[src/rtl/cpu_pkg.sv]
// Shared constants and FSM encoding for the instruction-prefetch path.
package cpu_pkg;
  localparam logic [31:0] NOP_INST = 32'h0000_0013;
  localparam int          PC_STEP  = 4;

  typedef enum logic [1:0] {
    IDLE = 2'd0,
    WAIT = 2'd1,
    DROP = 2'd2
  } pf_state_t;
endpackage

[src/rtl/imem_prefetch_if.sv]
// Fetch-stage and instruction-memory signals of the prefetch buffer.
interface imem_prefetch_if #(
  parameter int WIDTH    = 32,
  parameter int INST_LEN = 32,
  parameter int ADDR_LEN = 32
);
  logic                cpu_req;
  logic [WIDTH-1:0]    cpu_pc;
  logic [INST_LEN-1:0] inst_o;
  logic                inst_valid_o;
  logic                mem_req;
  logic [ADDR_LEN-1:0] mem_addr;
  logic                mem_ack;
  logic [INST_LEN-1:0] mem_rdata;

  modport master (
    input  cpu_req, cpu_pc, mem_ack, mem_rdata,
    output inst_o, inst_valid_o, mem_req, mem_addr
  );

  modport slave (
    output cpu_req, cpu_pc, mem_ack, mem_rdata,
    input  inst_o, inst_valid_o, mem_req, mem_addr
  );
endinterface

[src/rtl/imem_prefetch_sync_fifo.sv]
// Small synchronous FIFO; head entry is read straight from the storage array.
module sync_fifo #(
  parameter int DEPTH = 4,
  parameter int WIDTH = 32
) (
  input  logic                       clk,
  input  logic                       reset,
  input  logic                       push,
  input  logic                       pop,
  input  logic                       flush,
  input  logic [WIDTH-1:0]           wdata,
  output logic [WIDTH-1:0]           rdata,
  output logic [$clog2(DEPTH+1)-1:0] count
);
  localparam int AW = $clog2(DEPTH);
  localparam int CW = $clog2(DEPTH+1);

  logic [WIDTH-1:0] mem_q [DEPTH];
  logic [WIDTH-1:0] mem_d [DEPTH];
  logic [AW-1:0]    head_q, head_d, tail_q, tail_d;
  logic [CW-1:0]    cnt_q, cnt_d;

  always_comb begin
    mem_d  = mem_q;
    head_d = head_q;
    tail_d = tail_q;
    cnt_d  = cnt_q;
    if (flush) begin
      head_d = '0;
      tail_d = '0;
      cnt_d  = '0;
    end else begin
      if (push) begin
        mem_d[tail_q] = wdata;
        tail_d        = tail_q + AW'(1);
      end
      if (pop) head_d = head_q + AW'(1);
      // simultaneous push and pop leaves the occupancy unchanged
      if (push && !pop)      cnt_d = cnt_q + CW'(1);
      else if (pop && !push) cnt_d = cnt_q - CW'(1);
    end
  end

  always_ff @(posedge clk) begin
    if (reset) begin
      head_q <= '0;
      tail_q <= '0;
      cnt_q  <= '0;
    end else begin
      head_q <= head_d;
      tail_q <= tail_d;
      cnt_q  <= cnt_d;
    end
  end

  always_ff @(posedge clk) mem_q <= mem_d;

  assign rdata = mem_q[head_q];
  assign count = cnt_q;
endmodule

[src/rtl/imem_prefetch.sv]
// Instruction prefetch buffer: runs ahead of fetch, serves hits from a FIFO,
// flushes and restarts on a PC redirect.
module imem_prefetch
  import cpu_pkg::*;
#(
  parameter int               WIDTH    = 32,
  parameter int               INST_LEN = 32,
  parameter int               ADDR_LEN = 32,
  parameter int               DEPTH    = 4,
  parameter logic [WIDTH-1:0] RESET_PC = '0
) (
  input logic             clk,
  input logic             reset,
  imem_prefetch_if.master bus
);
  localparam int CW = $clog2(DEPTH+1);

  pf_state_t           state_q, state_d;
  logic [WIDTH-1:0]    exp_pc_q, exp_pc_d;
  logic [WIDTH-1:0]    fetch_pc_q, fetch_pc_d;
  logic                mem_req_q, mem_req_d;
  logic [ADDR_LEN-1:0] mem_addr_q, mem_addr_d;
  logic [CW-1:0]       count;
  logic [INST_LEN-1:0] head_data;
  logic                hit, redir, push;

  always_comb begin
    hit        = bus.cpu_req && (count != '0) && (bus.cpu_pc == exp_pc_q);
    redir      = bus.cpu_req && (bus.cpu_pc != exp_pc_q);
    push       = 1'b0;
    state_d    = state_q;
    mem_req_d  = mem_req_q;
    mem_addr_d = mem_addr_q;
    exp_pc_d   = exp_pc_q;
    fetch_pc_d = fetch_pc_q;

    case (state_q)
      IDLE: begin
        // nothing is in flight here, so count alone bounds the FIFO fill
        if (count < CW'(DEPTH) && !redir) begin
          mem_req_d  = 1'b1;
          mem_addr_d = ADDR_LEN'(fetch_pc_q & ~WIDTH'(3));
          state_d    = WAIT;
        end
      end
      WAIT: begin
        if (bus.mem_ack) begin
          mem_req_d = 1'b0;
          push      = !redir;
          state_d   = IDLE;
        end else if (redir) begin
          state_d = DROP;
        end
      end
      DROP: begin
        if (bus.mem_ack) begin
          mem_req_d = 1'b0;
          state_d   = IDLE;
        end
      end
      default: state_d = IDLE;
    endcase

    if (redir) begin
      exp_pc_d   = bus.cpu_pc;
      fetch_pc_d = bus.cpu_pc;
    end else begin
      if (hit)  exp_pc_d   = exp_pc_q + WIDTH'(PC_STEP);
      if (push) fetch_pc_d = fetch_pc_q + WIDTH'(PC_STEP);
    end
  end

  always_ff @(posedge clk) begin
    if (reset) begin
      state_q    <= IDLE;
      mem_req_q  <= 1'b0;
      mem_addr_q <= '0;
      exp_pc_q   <= RESET_PC;
      fetch_pc_q <= RESET_PC;
    end else begin
      state_q    <= state_d;
      mem_req_q  <= mem_req_d;
      mem_addr_q <= mem_addr_d;
      exp_pc_q   <= exp_pc_d;
      fetch_pc_q <= fetch_pc_d;
    end
  end

  sync_fifo #(.DEPTH(DEPTH), .WIDTH(INST_LEN)) u_fifo (
    .clk   (clk),
    .reset (reset),
    .push  (push),
    .pop   (hit),
    .flush (redir),
    .wdata (bus.mem_rdata),
    .rdata (head_data),
    .count (count)
  );

  assign bus.inst_valid_o = hit;
  assign bus.inst_o       = hit ? head_data : INST_LEN'(NOP_INST);
  assign bus.mem_req      = mem_req_q;
  assign bus.mem_addr     = mem_addr_q;
endmodule

[src/flat_wrapper.sv]
// flat-port wrapper written by rule: the top's interface ports become plain ports
module imem_prefetch_flat import cpu_pkg::*;
#(
  parameter int               WIDTH    = 32,
  parameter int               INST_LEN = 32,
  parameter int               ADDR_LEN = 32,
  parameter int               DEPTH    = 4,
  parameter logic [WIDTH-1:0] RESET_PC = '0
)
  (clk, reset, bus_cpu_req, bus_cpu_pc, bus_mem_ack, bus_mem_rdata, bus_inst_o, bus_inst_valid_o, bus_mem_req, bus_mem_addr);
  imem_prefetch_if #(.WIDTH(WIDTH), .INST_LEN(INST_LEN), .ADDR_LEN(ADDR_LEN)) bus_i ();
  input logic clk;
  input logic reset;
  input wire logic [$bits(bus_i.cpu_req)-1:0] bus_cpu_req;
  input wire logic [$bits(bus_i.cpu_pc)-1:0] bus_cpu_pc;
  input wire logic [$bits(bus_i.mem_ack)-1:0] bus_mem_ack;
  input wire logic [$bits(bus_i.mem_rdata)-1:0] bus_mem_rdata;
  output wire logic [$bits(bus_i.inst_o)-1:0] bus_inst_o;
  output wire logic [$bits(bus_i.inst_valid_o)-1:0] bus_inst_valid_o;
  output wire logic [$bits(bus_i.mem_req)-1:0] bus_mem_req;
  output wire logic [$bits(bus_i.mem_addr)-1:0] bus_mem_addr;
  assign bus_i.cpu_req = bus_cpu_req;
  assign bus_i.cpu_pc = bus_cpu_pc;
  assign bus_i.mem_ack = bus_mem_ack;
  assign bus_i.mem_rdata = bus_mem_rdata;
  assign bus_inst_o = bus_i.inst_o;
  assign bus_inst_valid_o = bus_i.inst_valid_o;
  assign bus_mem_req = bus_i.mem_req;
  assign bus_mem_addr = bus_i.mem_addr;
  imem_prefetch #(.WIDTH(WIDTH), .INST_LEN(INST_LEN), .ADDR_LEN(ADDR_LEN), .DEPTH(DEPTH), .RESET_PC(RESET_PC)) u_core (.clk(clk), .reset(reset), .bus(bus_i));
endmodule
[config.mk]
export PLATFORM = sky130hd
export DESIGN_NAME = imem_prefetch_flat
export DESIGN_NICKNAME = d
export VERILOG_FILES = /design/src/rtl/cpu_pkg.sv /design/src/rtl/imem_prefetch_if.sv /design/src/rtl/imem_prefetch_sync_fifo.sv /design/src/rtl/imem_prefetch.sv /design/src/flat_wrapper.sv
export SDC_FILE = /design/constraint.sdc
export NUM_CORES = 1
export LEC_CHECK = 0
export CORE_MARGIN = 2
export CORE_UTILIZATION = 40
export CTS_CLUSTER_DIAMETER = 120
export DETAILED_ROUTE_END_ITERATION = 6
export PLACE_DENSITY = 0.61
export SKIP_CTS_REPAIR_TIMING = 1
export SYNTH_ARGS = -nofsm -noshare
export SYNTH_HDL_FRONTEND = slang
export SYNTH_HIERARCHICAL = 1
export SYNTH_SLANG_ARGS = --single-unit
export TNS_END_PERCENT = 10
[constraint.sdc]
create_clock -name clk -period 9.45 [get_ports clk]
set_input_delay 1.89 -clock clk [delete_from_list [all_inputs] [get_ports clk]]
set_output_delay 1.89 -clock clk [all_outputs]
set_load 0.01 [all_outputs]
==> results.py <==
metrics = {
    "placed_design": {
        "place_inst": 1313,
        "dp_hpwl_um": 15900,
        "portBuffers": 131,
        "gp_congestion": 0.814,
    },
    "sta": {
        "slew_viol_final": 0,
        "rsz0062_at_grt": "false",
        "worstMarginPinSlew_ns": 1.21,
        "hold_viol": 0,
        "slew_headroom_pct": 19.3,
        "clock.fmax_ghz": 0.140,
        "skew_ns": 0.0193,
        "min_period_ns": 7.14,
        "fin_setup_tns_ns": 0,
        "finalSetupViolations": 0,
        "finalCritPeriodShare_pct": 75.6,
    },
    "global_route": {
        "gr-total-overflow": 0,
        "antenna_found_initial": 0,
        "gr-usage-all-layers_pct": 18.0,
        "grt_pass1_vias": 7006,
        "grt_pass1_wl_um": 38300,
        "grt_max_degree": 76,
    },
    "clocking": {
        "htree_levels": 1,
        "cts.sinks": 230,
        "cts_buffers": 25,
        "clk_path_buf_depth": 3,
        "root_buffer": "clkbuf_16",
        "worstSkewPairLatency_ns": 0.53,
        "cts_tree": "yes",
        "path_clk_slew_ns": 0.05,
    },
    "synthesis": {
        "ys_ff_latch": 230,
        "synth_largest_area_cell": "edfxtp_1",
        "synth_area_per_cell_um2": 11.4,
        "yosysSeqAreaShare_pct": 57.6,
        "yosysMostFrequentCell": "nand2_1",
        "synthCells": 897,
        "ys_top_cells_by_area": "edfxtp_1 38%, dfxtp_1 20%, mux4_2 6.2%",
        "synthTopCellsByCount": "145 x nand2_1, 128 x edfxtp_1, 102 x dfxtp_1",
        "synthArstFlopShare_pct": 0,
        "synth_edf_count": 128,
        "synth_cell_types": 56,
        "synthFlopType": "edfxtp_1",
        "yosysTopAreaCellShare_pct": 37.6,
        "synth_area_mm2": 0.0102,
        "yosysWarnings": 6,
    },
    "critical_path": {
        "cp-start-kind": "input port",
        "cp_top_family": "simple AND/OR/NAND/NOR gates",
        "crit_top_cell": "clkdlybuf4s50_1",
        "required_ns": 7.56,
        "critPathMaxStageDelay_ns": 0.97,
        "critPathBufInv": 2,
        "slowest_stage": "nor2_2",
        "critical_path.max_fanout": 33,
        "path_cells": "clkdlybuf4s50_1 > xor2_1 > nor4_1 > nand4_1 > nor2_2 > and3_1 > clkdlybuf4s50_1",
        "end_kind": "primary output",
        "arrival_ns": 5.25,
        "setup.worst_path.class": "input port to primary output",
        "r2r_setup_slack_ns": 5.64,
    },
    "hold_path": {
        "hp-class": "flop to flop",
    },
    "detailed_routing": {
        "drc_errors": 0,
        "drtIter0Drc": 587,
        "viasPerCell": 5.32,
        "antenna_left": 0,
        "drt_wl_total_um": 24300,
        "dr.pass1.iters": 7,
        "post_drt_wl_per_cell_um": 17.9,
        "via_count": 7231,
    },
    "pwr": {
        "powerDensity_mw_per_mm2": 174,
        "peakVddDrop_mv": 0.128,
        "leakagePower_nw": 4.23,
    },
    "cells_and_area": {
        "nFillCells": 2263,
        "layout-drive-gt1-share_pct": 8.16,
        "antennaDiodeCount": 0,
        "syn_to_final_growth_pct": 22.6,
        "nNetsFinal": 1089,
        "stdcell_count": 1359,
    },
    "flow_run": {
        "max_cap_viol_count": 0,
    },
    "floorplanning": {
        "start_util_pct": 40.7,
        "core-area_mm2": 0.0251,
        "ios": 134,
        "die_w_um": 164,
        "num_rows": 58,
        "die_area_mm2": 0.0269,
        "die-height_um": 164,
    },
    "outcome": {
        "outcome": "finished, final reports clean",
    },
}
report_power, final:
group	leakage, nW	internal, mW	switching [mW]
clock	0.379	0.544	0.386
combinational	1.86	0.0676	0.0793
sequential	1.99	1.08	0.0265
per-stage QoR:
stage	util [%]	hold slack [ns]	cell area, um2	setup slack (ns)	total power [mW]
after global placement	46.8	0.442	11800	2.50	1.27
after CTS	49.9	0.455	12500	2.28	2.21
after global routing	49.9	0.470	12500	2.00	2.26
after floorplan	-	0.444	10200	4.16	1.20
final	49.9	0.452	12500	2.31	2.18
after detailed placement	46.8	0.447	11800	2.31	1.27
worst paths after layout:
check,end,startpoint,cells past startpoint
worst min-delay path,u_core/bus.mem_addr[31],u_core/bus.mem_addr[31],2
worst min register to register,u_core/bus.mem_addr[31],u_core/bus.mem_addr[31],2
worst max register to register,u_core/bus.mem_addr[4],u_core/exp_pc_q[22],8
worst max-delay path,bus_inst_o[22],bus_cpu_pc[13],7
registers in the layout (all words and copies together), names as in the netlist:
register,cells
u_core/fetch_pc_q,30
u_core/u_fifo/count,3
u_core/state_q,2
u_core/exp_pc_q,32
u_core/bus.mem_addr,30
u_core/bus.mem_req,1
u_core/u_fifo/tail_q,2
u_core/u_fifo/mem_q,128
u_core/u_fifo/head_q,2
cell type report:
| type | instances | area, um2 | share of cell area (%) |
|---|---|---|---|
| inverter | 11 | 41.3 | 0.329 |
| clock buffer | 31 | 648 | 5.17 |
| multi-input combinational | 600 | 4020 | 32.1 |
| timing repair buffer | 142 | 1390 | 11.1 |
| clock inverter | 15 | 138 | 1.10 |
| sequential | 230 | 5890 | 47.0 |
| tap | 330 | 413 | 3.29 |
layout by cell type, fill, tap and decap left out, types with 4 or more instances in the layout:
cell / Yosys / routed
and3_1: 32 / 32
o21ai_0: 12 / 12
clkbuf_16: 0 / 25
dfxtp_1: 102 / 101
nand3_1: 36 / 36
xnor2_1: 19 / 19
nor2_1: 54 / 52
clkinv_1: 0 / 6
nor4_1: 11 / 11
inv_1: 10 / 10
a31oi_1: 21 / 21
buf_4: 2 / 11
clkbuf_1: 38 / 6
ha_1: 10 / 10
clkinv_2: 0 / 4
a211oi_1: 15 / 15
edfxtp_1: 128 / 128
and4_1: 4 / 4
nand4_1: 17 / 17
o211ai_1: 6 / 6
mux4_2: 28 / 28
and2_1: 7 / 7
mux4_1: 4 / 4
xor2_1: 56 / 56
nand2_1: 145 / 145
nor3_1: 11 / 11
or3_1: 12 / 12
a21oi_1: 61 / 61
clkdlybuf4s50_1: 0 / 130
worst min-delay path, cell delays in order (launching register included):
cell and delay (ns):
dfxtp_1 0.30, nand2_1 0.05, a21oi_1 0.05
logic make-up (layout without fill, tap and decap cells):
group | Yosys count | in the layout | synth area share, %
AO/OA/AOI/OAI | 129 | 129 | 7.55
XOR/XNOR | 75 | 75 | 6.42
adder cells (fa/ha/maj) | 11 | 11 | 1.42
buffers and inverters | 68 | 199 | 3.28
flip-flops | 230 | 230 | 57.6
multiplexers | 34 | 34 | 7.39
other | 1 | 2 | 0.0367
AND/OR/NAND/NOR | 349 | 349 | 16.3
metal layers:
| metal | routed length [um] | GRT usage [%] | up-vias | part of all wire, % |
|---|---|---|---|---|
| met4 | 420 | 4.31 | 0 | 1.7 |
| met1 | 11400 | 25.9 | 3488 | 47 |
| li1 | - | - | 3500 | - |
| met3 | 1550 | 3.51 | 30 | 6.4 |
| met2 | 10900 | 28.2 | 213 | 45 |
| met5 | 0 | 0 | - | 0 |
Note: power is estimated with default switching activity, not from simulation.
